### config.mk
export PLATFORM = sky130hd
export DESIGN_NAME = fetch_req_queue_flat
export DESIGN_NICKNAME = d
export VERILOG_FILES = /design/src/rtl/fetch_req_queue_if.sv /design/src/rtl/fetch_req_queue.sv /design/src/flat_wrapper.sv
export SDC_FILE = /design/constraint.sdc
export NUM_CORES = 1
export LEC_CHECK = 0
export ABC_AREA = 1
export BUFFER_PORTS_ARGS = -buffer_cell sky130_fd_sc_hd__clkbuf_2
export CAP_MARGIN = 40
export CORE_AREA = 4 4 108 110
export CTS_CLUSTER_SIZE = 25
export DETAILED_ROUTE_END_ITERATION = 6
export DIE_AREA = 0 0 112 114
export GPL_TIMING_DRIVEN = 0
export PLACE_DENSITY = 0.87
export SETUP_SLACK_MARGIN = 0.02
export SLEW_MARGIN = 20
export SYNTH_ARGS = -nofsm -noshare
export SYNTH_HDL_FRONTEND = slang
export SYNTH_SLANG_ARGS = --single-unit
### constraint.sdc
create_clock -name Clk -period 2.69 [get_ports Clk]
set_input_delay 0.807 -clock Clk [delete_from_list [all_inputs] [get_ports Clk]]
set_output_delay 0.807 -clock Clk [all_outputs]
set_load 0.02 [all_outputs]
### src/rtl/fetch_req_queue_if.sv
// Fetch request bundle between PC generator, fetch queue and ICache request port.
// master: PC generator / ICache side; slave: the queue itself.
interface fetch_req_queue_if #(
    parameter int ADDR_W = 32,
    parameter int PTR_W  = 2
);
    logic              PcAble;
    logic [ADDR_W-1:0] PcDate;
    logic              QueFlush;
    logic              QueStop;
    logic              IcReqValid;
    logic [ADDR_W-1:0] IcReqAddr;
    logic              IcReqEpoch;
    logic              IcReqReady;
    logic [PTR_W:0]    QueCount;

    modport master (
        output PcAble, PcDate, QueFlush, IcReqReady,
        input  QueStop, IcReqValid, IcReqAddr, IcReqEpoch, QueCount
    );

    modport slave (
        input  PcAble, PcDate, QueFlush, IcReqReady,
        output QueStop, IcReqValid, IcReqAddr, IcReqEpoch, QueCount
    );
endinterface

### src/rtl/fetch_req_queue.sv
// In-order fetch PC queue feeding the ICache, with 1-bit redirect epoch tagging.
// Define FETCH_REQ_BYPASS_EN for a zero-latency path from PcDate when the queue is empty.
module fetch_req_queue #(
    parameter int ADDR_W = 32,
    parameter int DEPTH  = 4,
    parameter int PTR_W  = 2
) (
    input  logic              Clk,
    input  logic              Rest,
    fetch_req_queue_if.slave  bus
);
    localparam logic [PTR_W:0] FULL_CNT = (PTR_W + 1)'(DEPTH);

    logic [ADDR_W-1:0] addr_mem  [DEPTH];
    logic              epoch_mem [DEPTH];

    logic [PTR_W-1:0] wr_ptr_q, wr_ptr_d;
    logic [PTR_W-1:0] rd_ptr_q, rd_ptr_d;
    logic [PTR_W:0]   count_q, count_d;
    logic             epoch_q, epoch_d;

    logic occupied, full, wr_en, rd_en;

    assign occupied = (count_q != '0);
    assign full     = (count_q == FULL_CNT);
    assign rd_en    = occupied & bus.IcReqReady & ~bus.QueFlush;

`ifdef FETCH_REQ_BYPASS_EN
    logic byp, byp_take;

    // An empty queue forwards the incoming PC; if the ICache takes it now it is never stored.
    assign byp      = ~occupied & bus.PcAble & ~bus.QueFlush;
    assign byp_take = byp & bus.IcReqReady;
    assign wr_en    = bus.PcAble & ~full & ~bus.QueFlush & ~byp_take;

    assign bus.IcReqValid = occupied | byp;
    assign bus.IcReqAddr  = occupied ? addr_mem[rd_ptr_q] : (byp ? bus.PcDate : '0);
    assign bus.IcReqEpoch = occupied ? epoch_mem[rd_ptr_q] : (byp & epoch_q);
`else
    assign wr_en = bus.PcAble & ~full & ~bus.QueFlush;

    assign bus.IcReqValid = occupied;
    assign bus.IcReqAddr  = occupied ? addr_mem[rd_ptr_q] : '0;
    assign bus.IcReqEpoch = occupied & epoch_mem[rd_ptr_q];
`endif

    assign bus.QueStop  = full;
    assign bus.QueCount = count_q;

    always_comb begin
        wr_ptr_d = wr_ptr_q;
        rd_ptr_d = rd_ptr_q;
        count_d  = count_q;
        epoch_d  = epoch_q;
        if (bus.QueFlush) begin
            wr_ptr_d = '0;
            rd_ptr_d = '0;
            count_d  = '0;
            epoch_d  = ~epoch_q;
        end else begin
            wr_ptr_d = wr_ptr_q + PTR_W'(wr_en);
            rd_ptr_d = rd_ptr_q + PTR_W'(rd_en);
            count_d  = count_q + (PTR_W + 1)'(wr_en) - (PTR_W + 1)'(rd_en);
        end
    end

    always_ff @(posedge Clk or negedge Rest) begin
        if (!Rest) begin
            wr_ptr_q <= '0;
            rd_ptr_q <= '0;
            count_q  <= '0;
            epoch_q  <= 1'b0;
        end else begin
            wr_ptr_q <= wr_ptr_d;
            rd_ptr_q <= rd_ptr_d;
            count_q  <= count_d;
            epoch_q  <= epoch_d;
        end
    end

    // Entry storage carries no reset; occupancy alone qualifies it.
    always_ff @(posedge Clk) begin
        if (wr_en) begin
            addr_mem[wr_ptr_q]  <= bus.PcDate;
            epoch_mem[wr_ptr_q] <= epoch_q;
        end
    end
endmodule

### src/flat_wrapper.sv
// flat-port wrapper written by rule: the top's interface ports become plain ports
module fetch_req_queue_flat 
#(
    parameter int ADDR_W = 32,
    parameter int DEPTH  = 4,
    parameter int PTR_W  = 2
)
  (Clk, Rest, bus_PcAble, bus_PcDate, bus_QueFlush, bus_IcReqReady, bus_QueStop, bus_IcReqValid, bus_IcReqAddr, bus_IcReqEpoch, bus_QueCount);
  fetch_req_queue_if #(.ADDR_W(ADDR_W), .PTR_W(PTR_W)) bus_i ();
  input  logic Clk;
  input  logic Rest;
  input wire logic [$bits(bus_i.PcAble)-1:0] bus_PcAble;
  input wire logic [$bits(bus_i.PcDate)-1:0] bus_PcDate;
  input wire logic [$bits(bus_i.QueFlush)-1:0] bus_QueFlush;
  input wire logic [$bits(bus_i.IcReqReady)-1:0] bus_IcReqReady;
  output wire logic [$bits(bus_i.QueStop)-1:0] bus_QueStop;
  output wire logic [$bits(bus_i.IcReqValid)-1:0] bus_IcReqValid;
  output wire logic [$bits(bus_i.IcReqAddr)-1:0] bus_IcReqAddr;
  output wire logic [$bits(bus_i.IcReqEpoch)-1:0] bus_IcReqEpoch;
  output wire logic [$bits(bus_i.QueCount)-1:0] bus_QueCount;
  assign bus_i.PcAble = bus_PcAble;
  assign bus_i.PcDate = bus_PcDate;
  assign bus_i.QueFlush = bus_QueFlush;
  assign bus_i.IcReqReady = bus_IcReqReady;
  assign bus_QueStop = bus_i.QueStop;
  assign bus_IcReqValid = bus_i.IcReqValid;
  assign bus_IcReqAddr = bus_i.IcReqAddr;
  assign bus_IcReqEpoch = bus_i.IcReqEpoch;
  assign bus_QueCount = bus_i.QueCount;
  fetch_req_queue #(.ADDR_W(ADDR_W), .DEPTH(DEPTH), .PTR_W(PTR_W)) u_core (.Clk(Clk), .Rest(Rest), .bus(bus_i));
endmodule
* Word level (Yosys, flattened, before mapping)
Memory sizes are Yosys's and may differ from the RTL's.
Cells that the tools add are included.
** Storage, ports and cells
- Output and inout bits :: 38
- Bits of input ports :: 37
- Register bits after elaboration :: 8
- Memory bits (writable) :: 132
- Word-level logic and storage cells :: 26
- Memories :: 2
** Operators by class
- Multiplexer cells :: 6
- Equal/unequal tests :: 1
- Bitwise gates (word level) :: 8
- Reductions and logical operators :: 1
- $add $sub $neg :: 4
** Memories
- u_core.addr_mem :: depth 4, bits a word 32, read ports 1, clocked after Yosys merged registers in 0, wr ports 1, line fetch_req_queue.sv:14 : logic [ADDR_W-1:0] addr_mem [DEPTH];
- u_core.epoch_mem :: depth 4, bits a word 1, read ports 1, clocked after Yosys merged registers in 0, wr ports 1, line fetch_req_queue.sv:15 : logic epoch_mem [DEPTH];
** Operator list (count)
- $mux 32 :: 1
- $and 1x1->1 :: 5
- $add 2x1->2 :: 2
- $mux 2 :: 2
- $add 3x1->3 :: 1
- $eq 3x3->1 const B :: 1
- $mux 3 :: 1
- $not 1->1 :: 3
- $reduce_bool 3->1 :: 1
- $sub 3x1->3 :: 1
- $mux 1 :: 2

* Depth between registers and ports, before layout
- Depth in word-level cells :: 7
- Gate-level depth with buffers :: 13

* Worst setup path before layout
OpenSTA, ideal clock, no wires.
- Path type :: in2reg
- Start point :: input bus_QueFlush
- End point :: memory u_core.addr_mem[0][0], enable pin
- Library setup time :: 0.423 ns
- Arrival time :: 2.636 ns
- Slack :: -0.369 ns
- Cell stages on the path :: 4
- Required time :: 2.267 ns
- Cell sequence :: clkbuf_1 > inv_1 > nand3_1 > nor2_1
** Between the ends
- Longest elaborated chain between the ends :: 4
** Ends and longest elaborated chain
- start: declaration :: line flat_wrapper.sv:14 : input wire logic [$bits(bus_i.QueFlush)-1:0] bus_QueFlush;
- $not 1->1 :: line fetch_req_queue.sv:40 : assign wr_en = bus.PcAble & ~full & ~bus.QueFlush;
- $and 1x1->1 :: line fetch_req_queue.sv:40
- $mux 1 :: line fetch_req_queue.sv:83 : if (wr_en) begin
- $mux 1 (implied by the code) :: line fetch_req_queue.sv:84 : addr_mem[wr_ptr_q] <= bus.PcDate;
- end: declaration :: line fetch_req_queue.sv:14
No other way between the ends.

* Final worst setup path
- Start point :: register u_core.rd_ptr_q[0]
- End point :: output bus_IcReqAddr[31]
** Between the ends
- Longest elaborated chain between the ends :: 2
** Ends and longest elaborated chain
- start: declaration :: line fetch_req_queue.sv:18 : logic [PTR_W-1:0] rd_ptr_q, rd_ptr_d;
- start signal: assignment :: line fetch_req_queue.sv:75 : rd_ptr_q <= rd_ptr_d;
- $mem_v2 4x32
- $mux 32 :: line fetch_req_queue.sv:43 : assign bus.IcReqAddr = occupied ? addr_mem[rd_ptr_q] : '0;
- end: declaration :: line flat_wrapper.sv:18 : output wire logic [$bits(bus_i.IcReqAddr)-1:0] bus_IcReqAddr;
No other way between the ends.

==> flow_metrics.tcl <==
set metrics [dict create \
    route.met3.wl_microns 1070 \
    die_x_microns 112 \
    maxUsedRoutingLayer "met4" \
    p_comb_frac 0.316 \
    rr_worst_depth 13 \
    yosysMostFrequentCell "inv_1" \
    ios 75 \
    p_switching_mw 2.26 \
    ys.flop_type "edfxtp_1" \
    status "complete, no violations" \
    setup_viol 0 \
    cts_tree "yes" \
    wl_per_cell_microns 16.9 \
    ctsHtreeMaxLevel 4 \
    path_class "flop to output port" \
    hp-class "primary input to async pin" \
    seqPwrFrac 0.379 \
    fin_crit_sh 0.988 \
    n_antenna_cell 0 \
    cp-start-kind "flop" \
    dpl_cell_area_sq_um 6730 \
    drive_gt1_frac 0.232 \
    maxCapViolCount 0 \
    netlist_area_sq_um 6070 \
    synth_cell_types 18 \
    synth_top_area_share 0.653 \
    dieArea_sq_um 12800 \
    cp.arrival_ns 1.85 \
    grt-ovfl-total 0 \
    hold_viol 0 \
    p_int_mw 4.57 \
    yosys-top-cells-area "edfxtp_1, inv_1, nand2_1" \
    avgSynthCellArea_sq_um 10.5 \
    worst_setup_path_end_kind "output port" \
    clockBufferDepth 2 \
    required_ns 1.88 \
    grt_pass1_vias 4550 \
    crit_path_max_fanout 7 \
    final.setup.tns_ns 0 \
    start_util 0.567 \
    area_growth_pct 23.8 \
    synth_seq_area_share 0.686 \
    gp_congestion 0.760 \
    core_sq_um 10700 \
    fin_worst_skew_ns 0.00709 \
    slew_headroom 0.581 \
    p_leak_nw 3.42 \
    grt_max_degree 24 \
    clockRootBuffer "clkbuf_8" \
    grt.total_usage 0.224 \
    vias 4304 \
    die_height_microns 114 \
    p_sw_frac 0.331 \
    netlist_instances 577 \
    postCtsHoldBufs 0 \
    io_buffers 73 \
    synthesis.nets 619 \
    worst_slew_pin_slew_ns 0.626 \
    dr.pass1.iters 5 \
    clk_pin_slew_ns 0.06 \
    wirelength_microns 14100 \
    via_per_inst 5.17 \
    reg2reg_slack_ns 0.30 \
    synthArstFlopShare 0.0571 \
    antenna_found_initial 0 \
    r2r_end "u_core.bus.QueCount[2]" \
    grt_pass1_wl_microns 21800 \
    yosysTopAreaCell "edfxtp_1" \
    post-route-min-period_ns 2.66 \
    r2r_start "u_core.bus.QueCount[1]" \
    synth_common_cells "inv_1, nand2_1, edfxtp_1" \
    std_cell_rows 38 \
    wl_met2_microns 7660 \
    hpwl_microns 8700 \
    synth_seq_cells 140 \
    max_freq_mhz 376 \
    cts_buffers 17 \
    synth_edf_count 132 \
    clock-sinks 140 \
    vdd_drop_max_mv 0.610 \
    synth_warnings 0 \
    final_nets 722 \
    drt-met1-wl_microns 5160 \
    rsz0062_at_grt "true" \
    p_per_area_nw_per_um2 909 \
    drtIter0Drc 366 \
    design_area_sq_um 7510 \
    drc 0 \
    antenna_left 0 \
    clockPowerShare 0.304 \
    clk_latency_ns 0.51 \
    slew_viol_final 0 \
]
-- state kept, by name (all words and copies together), names as in the netlist --
name                 cells
u_core.epoch_mem         4
u_core.bus.QueCount      3
u_core.epoch_q           1
u_core.rd_ptr_q          2
u_core.addr_mem        128
u_core.wr_ptr_q          2
-- cells in the final DEF, fill, tap and decap left out, types with 2 or more instances in the layout --
| master | n |
|---|---|
| clkbuf_8 | 4 |
| buf_2 | 6 |
| clkbuf_4 | 9 |
| nand3_1 | 68 |
| a21oi_1 | 21 |
| inv_2 | 5 |
| buf_8 | 2 |
| buf_4 | 29 |
| nand2_1 | 140 |
| a21oi_2 | 14 |
| edfxtp_1 | 132 |
| nor2_4 | 5 |
| buf_12 | 2 |
| buf_6 | 9 |
| inv_1 | 142 |
| clkbuf_16 | 16 |
| buf_16 | 2 |
| clkbuf_1 | 6 |
| clkinvlp_4 | 2 |
| ha_1 | 4 |
| clkinv_2 | 3 |
| nor2_1 | 7 |
| clkbuf_2 | 48 |
| dfrtp_1 | 7 |
-- per-layer routing --
layer | GRT usage | vias up
li1 | - | 2042
met1 | 0.249 | 2051
met2 | 0.418 | 182
met3 | 0.0557 | 29
met4 | 0.0825 | 0
met5 | 0 | -
-- critical path, stage by stage (launching register included) --
cell	delay, ns
dfrtp_2	0.45
buf_6	0.15
buf_4	0.14
nand2_1	0.06
nand3_1	0.11
a21oi_2	0.23
clkbuf_8	0.19
-- worst max-delay path by stage --
stage,from,endpoint,slack (ns),depth (start not counted)
floorplan,bus_QueFlush,u_core.addr_mem[0][0],-0.37,4
global placement,bus_QueFlush,u_core.addr_mem[1][8],-1.53,4
detailed placement,bus_QueFlush,u_core.addr_mem[3][8],-0.007,5
CTS,u_core.rd_ptr_q[1],bus_IcReqAddr[19],0.008,6
global route,u_core.rd_ptr_q[1],bus_IcReqAddr[4],-0.02,6
finish,u_core.rd_ptr_q[0],bus_IcReqAddr[31],0.03,6
-- power groups by stage --
stage	Sequential, mW	Combinational [mW]	Clock [mW]
finish	2.59	2.16	2.08
global route	2.60	2.32	2.20
CTS	2.59	2.04	2.08
detailed placement	2.63	1.84	0
global placement	2.63	1.75	0
floorplan	2.64	1.14	0
-- stage by stage --
step	instances	total power [mW]	utilization	hold WS, ns	setup slack, ns
6_report	833	6.83	0.702	0.135	0.0320
5_1_grt	833	7.12	0.702	0.143	-0.0211
4_1_cts	832	6.71	0.693	0.127	0.00815
3_5_place_dp	794	4.47	0.629	0.531	-0.00660
3_3_place_gp	790	4.38	0.618	0.516	-1.53
2_1_floorplan	577	3.77	-	0.484	-0.369
-- final cells by class --
| class | instances | area, sq um |
|---|---|---|
| inverters | 148 | 558 |
| clock inverters | 8 | 72.6 |
| plain buffers | 25 | 224 |
| repair buffers | 84 | 576 |
| fillers | 721 | 3190 |
| multi-input cells | 264 | 1280 |
| flip-flops and latches | 140 | 4170 |
| well taps | 140 | 175 |
| clock buffers | 24 | 460 |
-- kinds of logic (layout without fill, tap and decap cells) --
group,after synthesis,in the layout,share of synthesized area
and+or+nand+nor,221,221,0.151
DFF,140,140,0.686
buffers and inverters,173,289,0.118
adders and majority gates,5,5,0.0116
xor gates and xnor gates,2,2,0.00289
AOI/OAI and AO/OA,36,36,0.0297
-- what timing repair did --
item | CTS | global route
setup buffers | 6 | 1
setup endpoints to repair | 34 | 32
gates resized for setup | 37 | 51
pin swaps | 2 | 3
Note: power is estimated with default switching activity, not from simulation.
